==> config.mk <==
export PLATFORM = sky130hd
export DESIGN_NAME = pipe_stage_reg
export DESIGN_NICKNAME = d
export VERILOG_FILES = /design/src/rtl/mips_pkg.sv /design/src/rtl/pipe_skid_buf.sv /design/src/rtl/pipe_stage_reg.sv
export SDC_FILE = /design/constraint.sdc
export NUM_CORES = 1
export LEC_CHECK = 0
export CAP_MARGIN = 30
export CORE_MARGIN = 8
export CORE_UTILIZATION = 41
export DETAILED_ROUTE_END_ITERATION = 12
export PLACE_DENSITY = 0.9
export SYNTH_ARGS = -nofsm -noshare
export SYNTH_HDL_FRONTEND = slang
export SYNTH_SLANG_ARGS = --single-unit
==> constraint.sdc <==
create_clock -name clk -period 1.4 [get_ports clk]
set_input_delay 0.14 -clock clk [delete_from_list [all_inputs] [get_ports clk]]
set_output_delay 0.14 -clock clk [all_outputs]
set_load 0.05 [all_outputs]
==> src/rtl/mips_pkg.sv <==
// Shared MIPS pipeline definitions: datapath widths, idle control field values
// and the pipeline stage state encoding (state value doubles as entry count).
package mips_pkg;

    localparam int DATA_WIDTH     = 32;
    localparam int REG_ADDR_WIDTH = 5;

    // Control bundle field values that leave architectural state untouched.
    localparam logic CTRL_REG_WRITE_DIS  = 1'b0;
    localparam logic CTRL_MEM_TO_REG_ALU = 1'b0;

    // Bit 0 = reg_write, bit 1 = mem_to_reg, upper bits (is_jal, dest) zero.
    localparam logic [7:0] CTRL_IDLE_DEFAULT = {6'b0, CTRL_MEM_TO_REG_ALU, CTRL_REG_WRITE_DIS};

    typedef enum logic [1:0] {
        ST_EMPTY = 2'd0,
        ST_MAIN  = 2'd1,
        ST_SKID  = 2'd2
    } pipe_state_e;

    function automatic logic [1:0] state_occupancy(input pipe_state_e s);
        return logic'(s) == 1'b0 && s == ST_EMPTY ? 2'd0 : 2'(s);
    endfunction

endpackage

==> src/rtl/pipe_skid_buf.sv <==
// Second-entry storage for pipe_stage_reg, only instantiated when
// MIPS_PIPE_SKID_EN is defined. Holds the entry accepted while the head stalls.
module pipe_skid_buf
    import mips_pkg::*;
#(
    parameter int                    PAYLOAD_WIDTH = DATA_WIDTH,
    parameter int                    CTRL_WIDTH    = 8,
    parameter logic [CTRL_WIDTH-1:0] CTRL_IDLE     = '0
) (
    input  logic                     clk,
    input  logic                     reset,
    input  logic                     flush,
    input  logic                     push,
    input  logic                     pop,
    input  logic [PAYLOAD_WIDTH-1:0] in_payload,
    input  logic [CTRL_WIDTH-1:0]    in_ctrl,
    output logic [PAYLOAD_WIDTH-1:0] payload,
    output logic [CTRL_WIDTH-1:0]    ctrl
);

    logic [PAYLOAD_WIDTH-1:0] skid_payload_p1;
    logic [CTRL_WIDTH-1:0]    skid_ctrl_p1;

    // A popped entry is cleared so a stale bundle can never leak back out.
    always_ff @(posedge clk) begin
        if (reset || flush || pop) begin
            skid_payload_p1 <= '0;
            skid_ctrl_p1    <= CTRL_IDLE;
        end else if (push) begin
            skid_payload_p1 <= in_payload;
            skid_ctrl_p1    <= in_ctrl;
        end
    end

    assign payload = skid_payload_p1;
    assign ctrl    = skid_ctrl_p1;

endmodule

==> src/rtl/pipe_stage_reg.sv <==
// Elastic MIPS pipeline stage register with valid/ready handshake, flush and
// bubble squashing. Define MIPS_PIPE_SKID_EN to add a skid entry with registered in_ready.
module pipe_stage_reg
    import mips_pkg::*;
#(
    parameter int                    PAYLOAD_WIDTH = DATA_WIDTH,
    parameter int                    CTRL_WIDTH    = 8,
    parameter logic [CTRL_WIDTH-1:0] CTRL_IDLE     = CTRL_WIDTH'(CTRL_IDLE_DEFAULT)
) (
    input  logic                     clk,
    input  logic                     reset,
    input  logic                     flush,
    input  logic                     in_valid,
    output logic                     in_ready,
    input  logic [PAYLOAD_WIDTH-1:0] in_payload,
    input  logic [CTRL_WIDTH-1:0]    in_ctrl,
    output logic                     out_valid,
    input  logic                     out_ready,
    output logic [PAYLOAD_WIDTH-1:0] out_payload,
    output logic [CTRL_WIDTH-1:0]    out_ctrl,
    output logic [1:0]               occupancy
);

    pipe_state_e state, state_next;

    logic [PAYLOAD_WIDTH-1:0] main_payload_p1;
    logic [CTRL_WIDTH-1:0]    main_ctrl_p1;

    logic accept;
    logic emit;
    logic load_in;
    logic clear_main;

`ifdef MIPS_PIPE_SKID_EN
    logic                     in_ready_p1;
    logic                     load_skid;
    logic                     push_skid;
    logic                     pop_skid;
    logic [PAYLOAD_WIDTH-1:0] skid_payload;
    logic [CTRL_WIDTH-1:0]    skid_ctrl;

    // Back-pressure comes from a flop, breaking the out_ready -> in_ready path.
    assign in_ready = in_ready_p1;
`else
    assign in_ready = out_ready || !out_valid;
`endif

    assign out_valid = (state != ST_EMPTY);
    assign accept    = in_valid && in_ready;
    assign emit      = out_valid && out_ready;

    always_comb begin
        state_next = state;
        load_in    = 1'b0;
        clear_main = 1'b0;
`ifdef MIPS_PIPE_SKID_EN
        load_skid  = 1'b0;
        push_skid  = 1'b0;
        pop_skid   = 1'b0;
`endif
        case (state)
            ST_EMPTY: begin
                if (accept) begin
                    state_next = ST_MAIN;
                    load_in    = 1'b1;
                end
            end
            ST_MAIN: begin
                if (accept) begin
                    if (emit) begin
                        load_in = 1'b1;
                    end
`ifdef MIPS_PIPE_SKID_EN
                    else begin
                        state_next = ST_SKID;
                        push_skid  = 1'b1;
                    end
`endif
                end else if (emit) begin
                    state_next = ST_EMPTY;
                    clear_main = 1'b1;
                end
            end
`ifdef MIPS_PIPE_SKID_EN
            ST_SKID: begin
                if (emit) begin
                    state_next = ST_MAIN;
                    load_skid  = 1'b1;
                    pop_skid   = 1'b1;
                end
            end
`endif
            default: begin
                state_next = ST_EMPTY;
                clear_main = 1'b1;
            end
        endcase
    end

    // Stage boundary: state and head entry registers.
    always_ff @(posedge clk) begin
        if (reset || flush) begin
            state <= ST_EMPTY;
        end else begin
            state <= state_next;
        end
    end

    always_ff @(posedge clk) begin
        if (reset || flush || clear_main) begin
            main_payload_p1 <= '0;
            main_ctrl_p1    <= CTRL_IDLE;
        end else if (load_in) begin
            main_payload_p1 <= in_payload;
            main_ctrl_p1    <= in_ctrl;
        end
`ifdef MIPS_PIPE_SKID_EN
        else if (load_skid) begin
            main_payload_p1 <= skid_payload;
            main_ctrl_p1    <= skid_ctrl;
        end
`endif
    end

`ifdef MIPS_PIPE_SKID_EN
    always_ff @(posedge clk) begin
        if (reset || flush) begin
            in_ready_p1 <= 1'b1;
        end else begin
            in_ready_p1 <= (state_next != ST_SKID);
        end
    end

    pipe_skid_buf #(
        .PAYLOAD_WIDTH (PAYLOAD_WIDTH),
        .CTRL_WIDTH    (CTRL_WIDTH),
        .CTRL_IDLE     (CTRL_IDLE)
    ) u_skid (
        .clk        (clk),
        .reset      (reset),
        .flush      (flush),
        .push       (push_skid),
        .pop        (pop_skid),
        .in_payload (in_payload),
        .in_ctrl    (in_ctrl),
        .payload    (skid_payload),
        .ctrl       (skid_ctrl)
    );
`endif

    // Bubbles are squashed at the output so they can never write state downstream.
    assign out_payload = out_valid ? main_payload_p1 : '0;
    assign out_ctrl    = out_valid ? main_ctrl_p1 : CTRL_IDLE;
    assign occupancy   = state_occupancy(state);

endmodule

==> flow_metrics.env, run 1 <==
export IMPL_fillers=306
export IMPL_clock_skew_ns=0.006618
export IMPL_post_cts_buffers=0
export IMPL_cts_buffers=5
export IMPL_insertion_delay_ns=0.28
export IMPL_die_area_sq_um=7055
export IMPL_holdCritStartpoint="in_payload[9]"
export IMPL_yosysTopAreaCellShare_pct=43.30
export IMPL_cp_cell_sequence="buf_8 -> and2_1 -> buf_12"
export IMPL_synth_common_cells="dfxtp_1 (41), o21ai_1 (41), a21oi_1 (40), and2_1 (40), nand3_1 (40)"
export IMPL_hpwl_microns=4283
export IMPL_power_frac_clock_pct=30.8
export IMPL_n_antenna_cell=0
export IMPL_antenna_found_initial=0
export IMPL_yosys_area_top_type="dfxtp_1"
export IMPL_whs_ns=0.4169
export IMPL_drive_gt1_share_pct=20.32
export IMPL_ff2ff_setup_slack_ns=0.23
export IMPL_p_sw_share_pct=25.09
export IMPL_grt_pass1_vias=1997
export IMPL_synth_edf_count=0
export IMPL_synth_seq_area_share_pct=43.30
export IMPL_layout_setup_ws_ns=0.03017
export IMPL_arrival_ns=1.23
export IMPL_detailedPlace_worstSlack_ns=-0.003905
export IMPL_power_density_nw_per_um2=714.4
export IMPL_die_w_microns=84.00
export IMPL_place_area_sq_um=3232
export IMPL_setup_viol=0
export IMPL_overflow=0
export IMPL_holdPathStages=3
export IMPL_ir_worst_vdd_mv=0.5311
export IMPL_grt_pass1_wl_microns=9563
export IMPL_period_minus_slack_ns=1.370
export IMPL_hold_path_end="main_payload_p1[9]"
export IMPL_internal_power_mw=1.781
export IMPL_start_util_pct=42.94
export IMPL_cp_required_ns=1.26
export IMPL_syn_num_nets=281
export IMPL_syn_avg_cell_area_sq_um=8.032
export IMPL_die_y_microns=84.00
export IMPL_seqPwrFrac_pct=51.4
export IMPL_r2r_start="state[0]"
export IMPL_clockBufferDepth=2
export IMPL_end_kind="output pin"
export IMPL_p_comb_share_pct=17.9
export IMPL_clk_pin_slew_ns=0.08
export IMPL_wl_microns=5782
export IMPL_fin_nets=359
export IMPL_coreArea_sq_um=4414
export IMPL_period_share_pct=97.84
export IMPL_cts_root_buf="clkbuf_8"
export IMPL_port_buffers=87
export IMPL_yosys_warnings=0
export IMPL_grt_max_degree=42
export IMPL_post_route_cell_area_sq_um=3328
export IMPL_grt_total_usage_pct=16.07
export IMPL_area_growth_syn_to_layout_pct=75.58
export IMPL_critPathMaxStageDelay_ns=0.40
export IMPL_gp_congestion=0.7054
export IMPL_final_util_pct=75.40
export IMPL_status="finished clean"
export IMPL_cts_tree="yes"
export IMPL_slowest_stage="dfxtp_4"
export IMPL_crit_fanout=21
export IMPL_reg2reg_to="main_payload_p1[20]"
export IMPL_ys_ff_latch=41
export IMPL_io_pins=89
export IMPL_synth_ff_type="dfxtp_1"
export IMPL_drc_errors=0
export IMPL_synthArstFlopShare_pct=0
export IMPL_h_tree_depth=2
export IMPL_syn_inst=236
export IMPL_firstDrtPassIters=4
export IMPL_cts_sinks=41
export IMPL_placementRows=24
export IMPL_worstSetupStartpointType="flop"
export IMPL_syn_area_sq_um=1896
export IMPL_worst_path_buf_inv=2
export IMPL_hp_class="input pin to flop"
export IMPL_wl_per_cell_microns=15.75
export IMPL_synth_cell_types=18
export IMPL_viasPerCell=5.395
export IMPL_max_freq_ghz=0.7300
export IMPL_switchingPower_uw=596.7
export IMPL_dr_first_iter_drc_count=142
export IMPL_hold_viol=0
export IMPL_cp_top_family="flip-flops"
export IMPL_critPathKind="flop to output pin"
export IMPL_rr_worst_depth=5
export IMPL_drv_cap=0
export IMPL_ys_top_cells_by_area="dfxtp_1 (43%), and2_1 (13%), o21ai_1 (11%)"
export IMPL_ant_nets=0
export IMPL_rsz0062_at_grt="yes"
export IMPL_leakage_nw=1.252
export IMPL_vias=1980
export IMPL_drv_slew=0
==> routing by layer <==
metal | vias to the layer above | wire, microns | share of wire (%) | global-route usage [%]
li1 | 964 | - | - | -
met4 | 0 | 97 | 1.7 | 4.867
met3 | 11 | 430 | 7.4 | 6.348
met2 | 85 | 2873 | 50 | 27.37
met5 | - | 0 | 0 | 0
met1 | 920 | 2380 | 41 | 17.84
==> per-stage QoR <==
step                std cells  setup TNS [ns]  power, mW
floorplan                 236               0      1.446
global placement          359               0      1.658
detailed placement        359       -0.003905      1.668
CTS                       367               0      2.390
global route              367        -0.02278      2.468
finish                    367               0      2.378
==> timing repair <==
item	in CTS	in global routing
hold buffers	0	0
resized for setup	2	3
endpoints found under the setup margin	19	36
==> worst max path at each step <==
stage	cells past startpoint	start	end	slack (ns)
floorplan	2	state[0]	out_ctrl[0]	0.05
global placement	6	out_ready	main_payload_p1[0]	0.06
detailed placement	6	out_ready	main_ctrl_p1[7]	-0.004
CTS	3	state[0]	out_payload[16]	0.002
global route	3	state[0]	out_payload[2]	-0.008
finish	3	state[0]	out_payload[24]	0.03
==> tightest hold or removal path: cells and delay by family <==
| family | cells | cell delay, ns |
|---|---|---|
| AO/OA/AOI/OAI | 1 | 0.05 |
| buffers and inverters | 1 | 0.40 |
| AND/OR/NAND/NOR | 1 | 0.06 |
==> cell type report <==
class	count	area (sq um)	share of cell area (%)
tap	52	65.06	1.955
sequential	41	824.5	24.77
clock buffer	8	80.08	2.406
timing repair buffer	98	1458	43.80
multi-input combinational	166	890.9	26.77
inverter	2	10.01	0.3008
==> state kept, by name, summed over array words and instances, names as in the netlist <==
| name | cells |
|---|---|
| state | 1 |
| main_ctrl_p1 | 8 |
| main_payload_p1 | 32 |
==> power groups by stage <==
stage,Clock (mW),Combinational (mW),Sequential [mW]
after detailed placement,0,0.419,1.25
after floorplan,0,0.199,1.25
after CTS,0.745,0.424,1.22
final,0.732,0.425,1.22
after global routing,0.788,0.454,1.23
after global placement,0,0.413,1.25
==> logic make-up (layout without fill, tap and decap cells) <==
logic type / Yosys count / count (layout) / share of synthesized area [%]
AO/OA/AOI/OAI: 82 / 82 / 21.78
other: 1 / 1 / 0.1978
AND/OR/NAND/NOR: 83 / 83 / 24.69
buffers and inverters: 29 / 108 / 10.03
flip-flops: 41 / 41 / 43.30
==> layout by cell type, fill, tap and decap left out <==
master and instances:
clkdlybuf4s50_1 44, a21oi_1 40, buf_12 48, buf_4 4, inv_1 1, conb_1 1, and2_4 1, o21ai_1 40
and2b_4 1, and2_1 39, buf_6 1, clkbuf_1 3, nand2_1 1, inv_4 1, nand3_1 40, dfxtp_1 40
buf_8 1, nor2_1 1, a21boi_1 1, dfxtp_4 1, clkbuf_8 5, o21ai_2 1
(Power assumes the default switching activity.)
==> inputs of run 2 (changes only) <==
--- a/config.mk
+++ b/config.mk
@@ -6,10 +6,11 @@
 export NUM_CORES = 1
 export LEC_CHECK = 0
 export CAP_MARGIN = 30
-export CORE_MARGIN = 8
+export CORE_MARGIN = 3
 export CORE_UTILIZATION = 41
 export DETAILED_ROUTE_END_ITERATION = 12
 export PLACE_DENSITY = 0.9
+export SKIP_LAST_GASP = 1
 export SYNTH_ARGS = -nofsm -noshare
 export SYNTH_HDL_FRONTEND = slang
 export SYNTH_SLANG_ARGS = --single-unit
==> flow_metrics.env, run 2 (synthesized netlist as in run 1, its figures left out) <==
export IMPL_period_minus_slack_ns=1.342
export IMPL_die_w_microns=74.00
export IMPL_post_cts_buffers=0
export IMPL_arrival_ns=1.20
export IMPL_grt_total_usage_pct=20.21
export IMPL_status="finished clean"
export IMPL_critPathMaxStageDelay_ns=0.41
export IMPL_hold_viol=0
export IMPL_setup_viol=0
export IMPL_detailedPlace_worstSlack_ns=-0.06024
export IMPL_cp_cell_sequence="buf_12 -> and2_1 -> buf_12"
export IMPL_power_frac_clock_pct=33.4
export IMPL_placementRows=24
export IMPL_hp_class="input pin to flop"
export IMPL_grt_max_degree=30
export IMPL_layout_cells_most_common="buf_12"
export IMPL_leakage_nw=1.279
export IMPL_cts_tree="yes"
export IMPL_drv_cap=0
export IMPL_clock_skew_ns=0.005517
export IMPL_fin_nets=363
export IMPL_seqPwrFrac_pct=49.5
export IMPL_ff2ff_setup_slack_ns=0.21
export IMPL_n_antenna_cell=0
export IMPL_rr_worst_depth=4
export IMPL_die_area_sq_um=5475
export IMPL_reg2reg_to="main_payload_p1[31]"
export IMPL_wl_per_cell_microns=14.77
export IMPL_cts_buffers=5
export IMPL_layout_setup_ws_ns=0.05765
export IMPL_crit_path_end="out_payload[23]"
export IMPL_grt_use_met1_pct=23.58
export IMPL_wl_microns=5481
export IMPL_reg_largest_list="main_payload_p1 (32), main_ctrl_p1 (8), state (1)"
export IMPL_critPathKind="flop to output pin"
export IMPL_switchingPower_uw=597.7
export IMPL_internal_power_mw=1.871
export IMPL_max_freq_ghz=0.7450
export IMPL_grt_use_met3_pct=6.757
export IMPL_p_sw_share_pct=24.22
export IMPL_critical_path_depth=3
export IMPL_top_register="main_payload_p1"
export IMPL_dr_first_iter_drc_count=103
export IMPL_firstDrtPassIters=4
export IMPL_top_usage_layer="met2"
export IMPL_cp_top_family="flip-flops"
export IMPL_h_tree_depth=2
export IMPL_cp_startpoint="state[0]"
export IMPL_met2_usage_pct=36.02
export IMPL_setup_tns_ns=0
export IMPL_hpwl_microns=4214
export IMPL_final_util_pct=75.88
export IMPL_p_comb_share_pct=17.1
export IMPL_worstSetupStartpointType="flop"
export IMPL_cts_root_buf="clkbuf_8"
export IMPL_holdPathStages=3
export IMPL_end_kind="output pin"
export IMPL_die_y_microns=74.00
export IMPL_power_density_nw_per_um2=737.0
export IMPL_ir_worst_vdd_mv=0.6126
export IMPL_crit_path_frequent_cell="buf_12"
export IMPL_slowest_stage="dfxtp_4"
export IMPL_gp_congestion=0.7783
export IMPL_overflow=0
export IMPL_coreArea_sq_um=4414
export IMPL_period_share_pct=95.88
export IMPL_area_growth_syn_to_layout_pct=76.70
export IMPL_r2r_start="state[0]"
export IMPL_drive_gt1_share_pct=24.14
export IMPL_insertion_delay_ns=0.28
export IMPL_viasPerCell=5.221
export IMPL_final_cell_mix="buf_12 (45), clkdlybuf4s50_1 (44)"
export IMPL_vias=1937
export IMPL_port_buffers=87
export IMPL_largest_reg_flops=32
export IMPL_clk_pin_slew_ns=0.08
export IMPL_drv_slew=0
export IMPL_cp_required_ns=1.26
export IMPL_crit_fanout=28
export IMPL_cts_sinks=41
export IMPL_start_util_pct=42.94
export IMPL_antenna_found_initial=0
export IMPL_ant_nets=0
export IMPL_grt_pass1_wl_microns=8604
export IMPL_io_pins=89
export IMPL_worst_path_buf_inv=2
export IMPL_rsz0062_at_grt="yes"
export IMPL_clockBufferDepth=2
export IMPL_grt_pass1_vias=1928
export IMPL_drc_errors=0
run 2: power groups by stage:
stage,registers (mW),logic [mW],clock network (mW)
finish,1.22,0.421,0.825
global route,1.23,0.450,0.904
CTS,1.22,0.421,0.843
detailed placement,1.25,0.418,0
global placement,1.25,0.408,0
floorplan,1.25,0.199,0
run 2: worst register-to-register path, cell delays in order (launching register included):
cell	delay, ns
dfxtp_4	0.41
and2b_4	0.20
buf_4	0.26
o21ai_1	0.11
a21oi_1	0.15
run 2: worst min path at each step:
stage	start	endpoint	slack, ns
after floorplan	in_ctrl[0]	main_ctrl_p1[0]	0.29
after global placement	main_payload_p1[0]	main_payload_p1[0]	0.46
after detailed placement	main_payload_p1[17]	main_payload_p1[17]	0.47
after CTS	in_payload[17]	main_payload_p1[17]	0.41
after global routing	in_ctrl[1]	main_ctrl_p1[1]	0.40
final	in_payload[17]	main_payload_p1[17]	0.41
run 2: per-layer routing:
metal	up-vias	routed length, microns
met5	-	0
met4	0	33
met3	4	443
met2	72	2866
met1	891	2138
li1	970	-
run 2: what timing repair did:
action                                  in CTS  in global routing
endpoints found under the hold margin        0                  0
gates resized for setup                      1                  8
pin swaps                                    0                  0
endpoints found under the setup margin       8                 15
hold buffers                                 0                  0
run 2: cell type report:
cell class | instances | area [sq um]
Clock buffer | 7 | 96.34
Clock inverter | 1 | 5.005
Fill cell | 302 | 1065
Inverter | 2 | 10.01
Multi-Input combinational cell | 166 | 905.9
Sequential cell | 41 | 824.5
Tap cell | 52 | 65.06
Timing Repair Buffer | 102 | 1443
run 2: through the flow:
stage / instance area, sq um / power [mW] / instances / hold WS [ns]
final: 3349 / 2.468 / 371 / 0.4112
after global routing: 3349 / 2.580 / 371 / 0.4049
after global placement: 3224 / 1.655 / 363 / 0.4594
after CTS: 3328 / 2.485 / 371 / 0.4053
after detailed placement: 3224 / 1.668 / 363 / 0.4672
after floorplan: 1897 / 1.446 / 236 / 0.2877
==> inputs of run 3 (changes only) <==
--- a/config.mk
+++ b/config.mk
@@ -5,12 +5,15 @@
 export SDC_FILE = /design/constraint.sdc
 export NUM_CORES = 1
 export LEC_CHECK = 0
+export ABC_CLOCK_PERIOD_IN_PS = 1400
 export CAP_MARGIN = 30
 export CORE_MARGIN = 3
-export CORE_UTILIZATION = 41
+export CORE_UTILIZATION = 42
+export CTS_BUF_LIST = sky130_fd_sc_hd__clkbuf_8
 export DETAILED_ROUTE_END_ITERATION = 12
-export PLACE_DENSITY = 0.9
+export PLACE_DENSITY = 0.92
 export SKIP_LAST_GASP = 1
 export SYNTH_ARGS = -nofsm -noshare
 export SYNTH_HDL_FRONTEND = slang
 export SYNTH_SLANG_ARGS = --single-unit
+export TNS_END_PERCENT = 30
==> flow_metrics.env, run 3 (synthesized netlist as in run 1, its figures left out) <==
export IMPL_power_density_nw_per_um2=721.0
export IMPL_top_register="main_payload_p1"
export IMPL_critPathKind="flop to output pin"
export IMPL_r2r_start="state[0]"
export IMPL_die_y_microns=73.18
export IMPL_grt_pass1_wl_microns=9114
export IMPL_drv_cap=0
export IMPL_largest_reg_flops=32
export IMPL_status="finished clean"
export IMPL_ant_nets=0
export IMPL_grt_pass1_vias=1893
export IMPL_end_kind="output pin"
export IMPL_coreArea_sq_um=4173
export IMPL_drv_slew=0
export IMPL_ff2ff_setup_slack_ns=0.18
export IMPL_cts_buffers=5
export IMPL_clk_pin_slew_ns=0.07
export IMPL_holdCritStartpoint="in_ctrl[2]"
export IMPL_rsz0062_at_grt="no"
export IMPL_clock_skew_ns=0.001669
export IMPL_worstSetupStartpointType="flop"
export IMPL_wl_microns=5725
export IMPL_n_antenna_cell=0
export IMPL_leakage_nw=1.265
export IMPL_period_share_pct=96.08
export IMPL_holdPathStages=3
export IMPL_cts_root_buf="clkbuf_8"
export IMPL_hp_class="input pin to flop"
export IMPL_cp_required_ns=1.26
export IMPL_setup_viol=0
export IMPL_reg2reg_to="main_payload_p1[17]"
export IMPL_antenna_found_initial=0
export IMPL_viasPerCell=5.514
export IMPL_detailedPlace_worstSlack_ns=0.006590
export IMPL_grt_total_usage_pct=21.65
export IMPL_period_minus_slack_ns=1.345
export IMPL_cts_tree="yes"
export IMPL_port_buffers=87
export IMPL_io_pins=89
export IMPL_die_area_sq_um=5355
export IMPL_max_freq_ghz=0.7435
export IMPL_layout_cells_most_common="buf_12"
export IMPL_layout_setup_ws_ns=0.05492
export IMPL_insertion_delay_ns=0.28
export IMPL_hold_path_end="main_ctrl_p1[2]"
export IMPL_placementRows=23
export IMPL_fin_nets=361
export IMPL_overflow=0
export IMPL_final_cell_mix="buf_12 (47), clkdlybuf4s50_1 (44)"
export IMPL_cts_sinks=41
export IMPL_crit_fanout=15
export IMPL_hpwl_microns=4089
export IMPL_rr_worst_depth=5
export IMPL_vias=2018
export IMPL_total_power_mw=2.400
export IMPL_start_util_pct=45.43
export IMPL_reg_largest_list="main_payload_p1 (32), main_ctrl_p1 (8), state (1)"
export IMPL_area_growth_syn_to_layout_pct=75.58
export IMPL_ir_worst_vdd_mv=0.5463
export IMPL_clockBufferDepth=2
export IMPL_hold_viol=0
export IMPL_arrival_ns=1.21
export IMPL_gp_congestion=0.7859
export IMPL_drc_errors=0
export IMPL_grt_max_degree=41
export IMPL_die_w_microns=73.18
export IMPL_h_tree_depth=2
export IMPL_drive_gt1_share_pct=20.89
export IMPL_wl_per_cell_microns=15.64
export IMPL_firstDrtPassIters=5
export IMPL_dr_first_iter_drc_count=248
export IMPL_fillers=251
[run 3: timing repair]
item | CTS | global route
endpoints found under the hold margin | 0 | 0
buffers inserted | 0 | 2
endpoints found under the setup margin | 37 | 36
gates resized for setup | 2 | 1
hold buffers | 0 | 0
[run 3: worst max path at each step]
stage / startpoint / endpoint / cells past startpoint
after floorplan: state[0] / out_ctrl[0] / 2
after global placement: out_ready / main_payload_p1[30] / 6
after detailed placement: in_valid / main_ctrl_p1[5] / 4
after CTS: state[0] / out_payload[19] / 3
after global routing: state[0] / out_payload[2] / 3
final: state[0] / out_payload[19] / 3
[run 3: per-stage QoR]
stage                     setup TNS [ns]  cells  hold slack (ns)  area [sq um]  util [%]
after floorplan                        0    236           0.2877          1897         -
after global placement                 0    357           0.4601          3217     77.09
after detailed placement               0    357           0.4681          3217     77.09
after CTS                        -0.2049    364           0.4142          3309     79.31
after global routing                   0    366           0.4272          3328     79.76
final                                  0    366           0.4168          3328     79.76
[run 3: metal layers]
metal  vias to the layer above  part of all wire, %  global-route usage (%)  wire length [microns]
met5                         -                    0                       0                      0
met4                         0                  2.2                   7.992                    128
met3                        14                  6.4                   3.994                    369
met2                        94                   53                   38.63                   3062
met1                       947                   38                   25.51                   2164
li1                        963                    -                       -                      -
[run 3: critical path, cell delays in order, from the launching register on]
cell and delay [ns]:
dfxtp_4 0.40, buf_6 0.16, and2_1 0.21, buf_12 0.16
[run 3: where the power goes]
group	total (mW)	internal (mW)	leakage, nW	switching [mW]
registers	1.22	1.20	0.334	0.0192
clock network	0.751	0.384	0.0485	0.367
logic	0.427	0.223	0.882	0.204
[run 3: area by class of cell]
cell class | count | area (sq um) | share of cell area (%)
sequential | 41 | 824.5 | 24.77
inverter | 2 | 10.01 | 0.3008
tap | 50 | 62.56 | 1.880
multi-input combinational | 166 | 888.4 | 26.69
clock inverter | 1 | 3.754 | 0.1128
timing repair buffer | 100 | 1456 | 43.76
clock buffer | 6 | 82.58 | 2.481
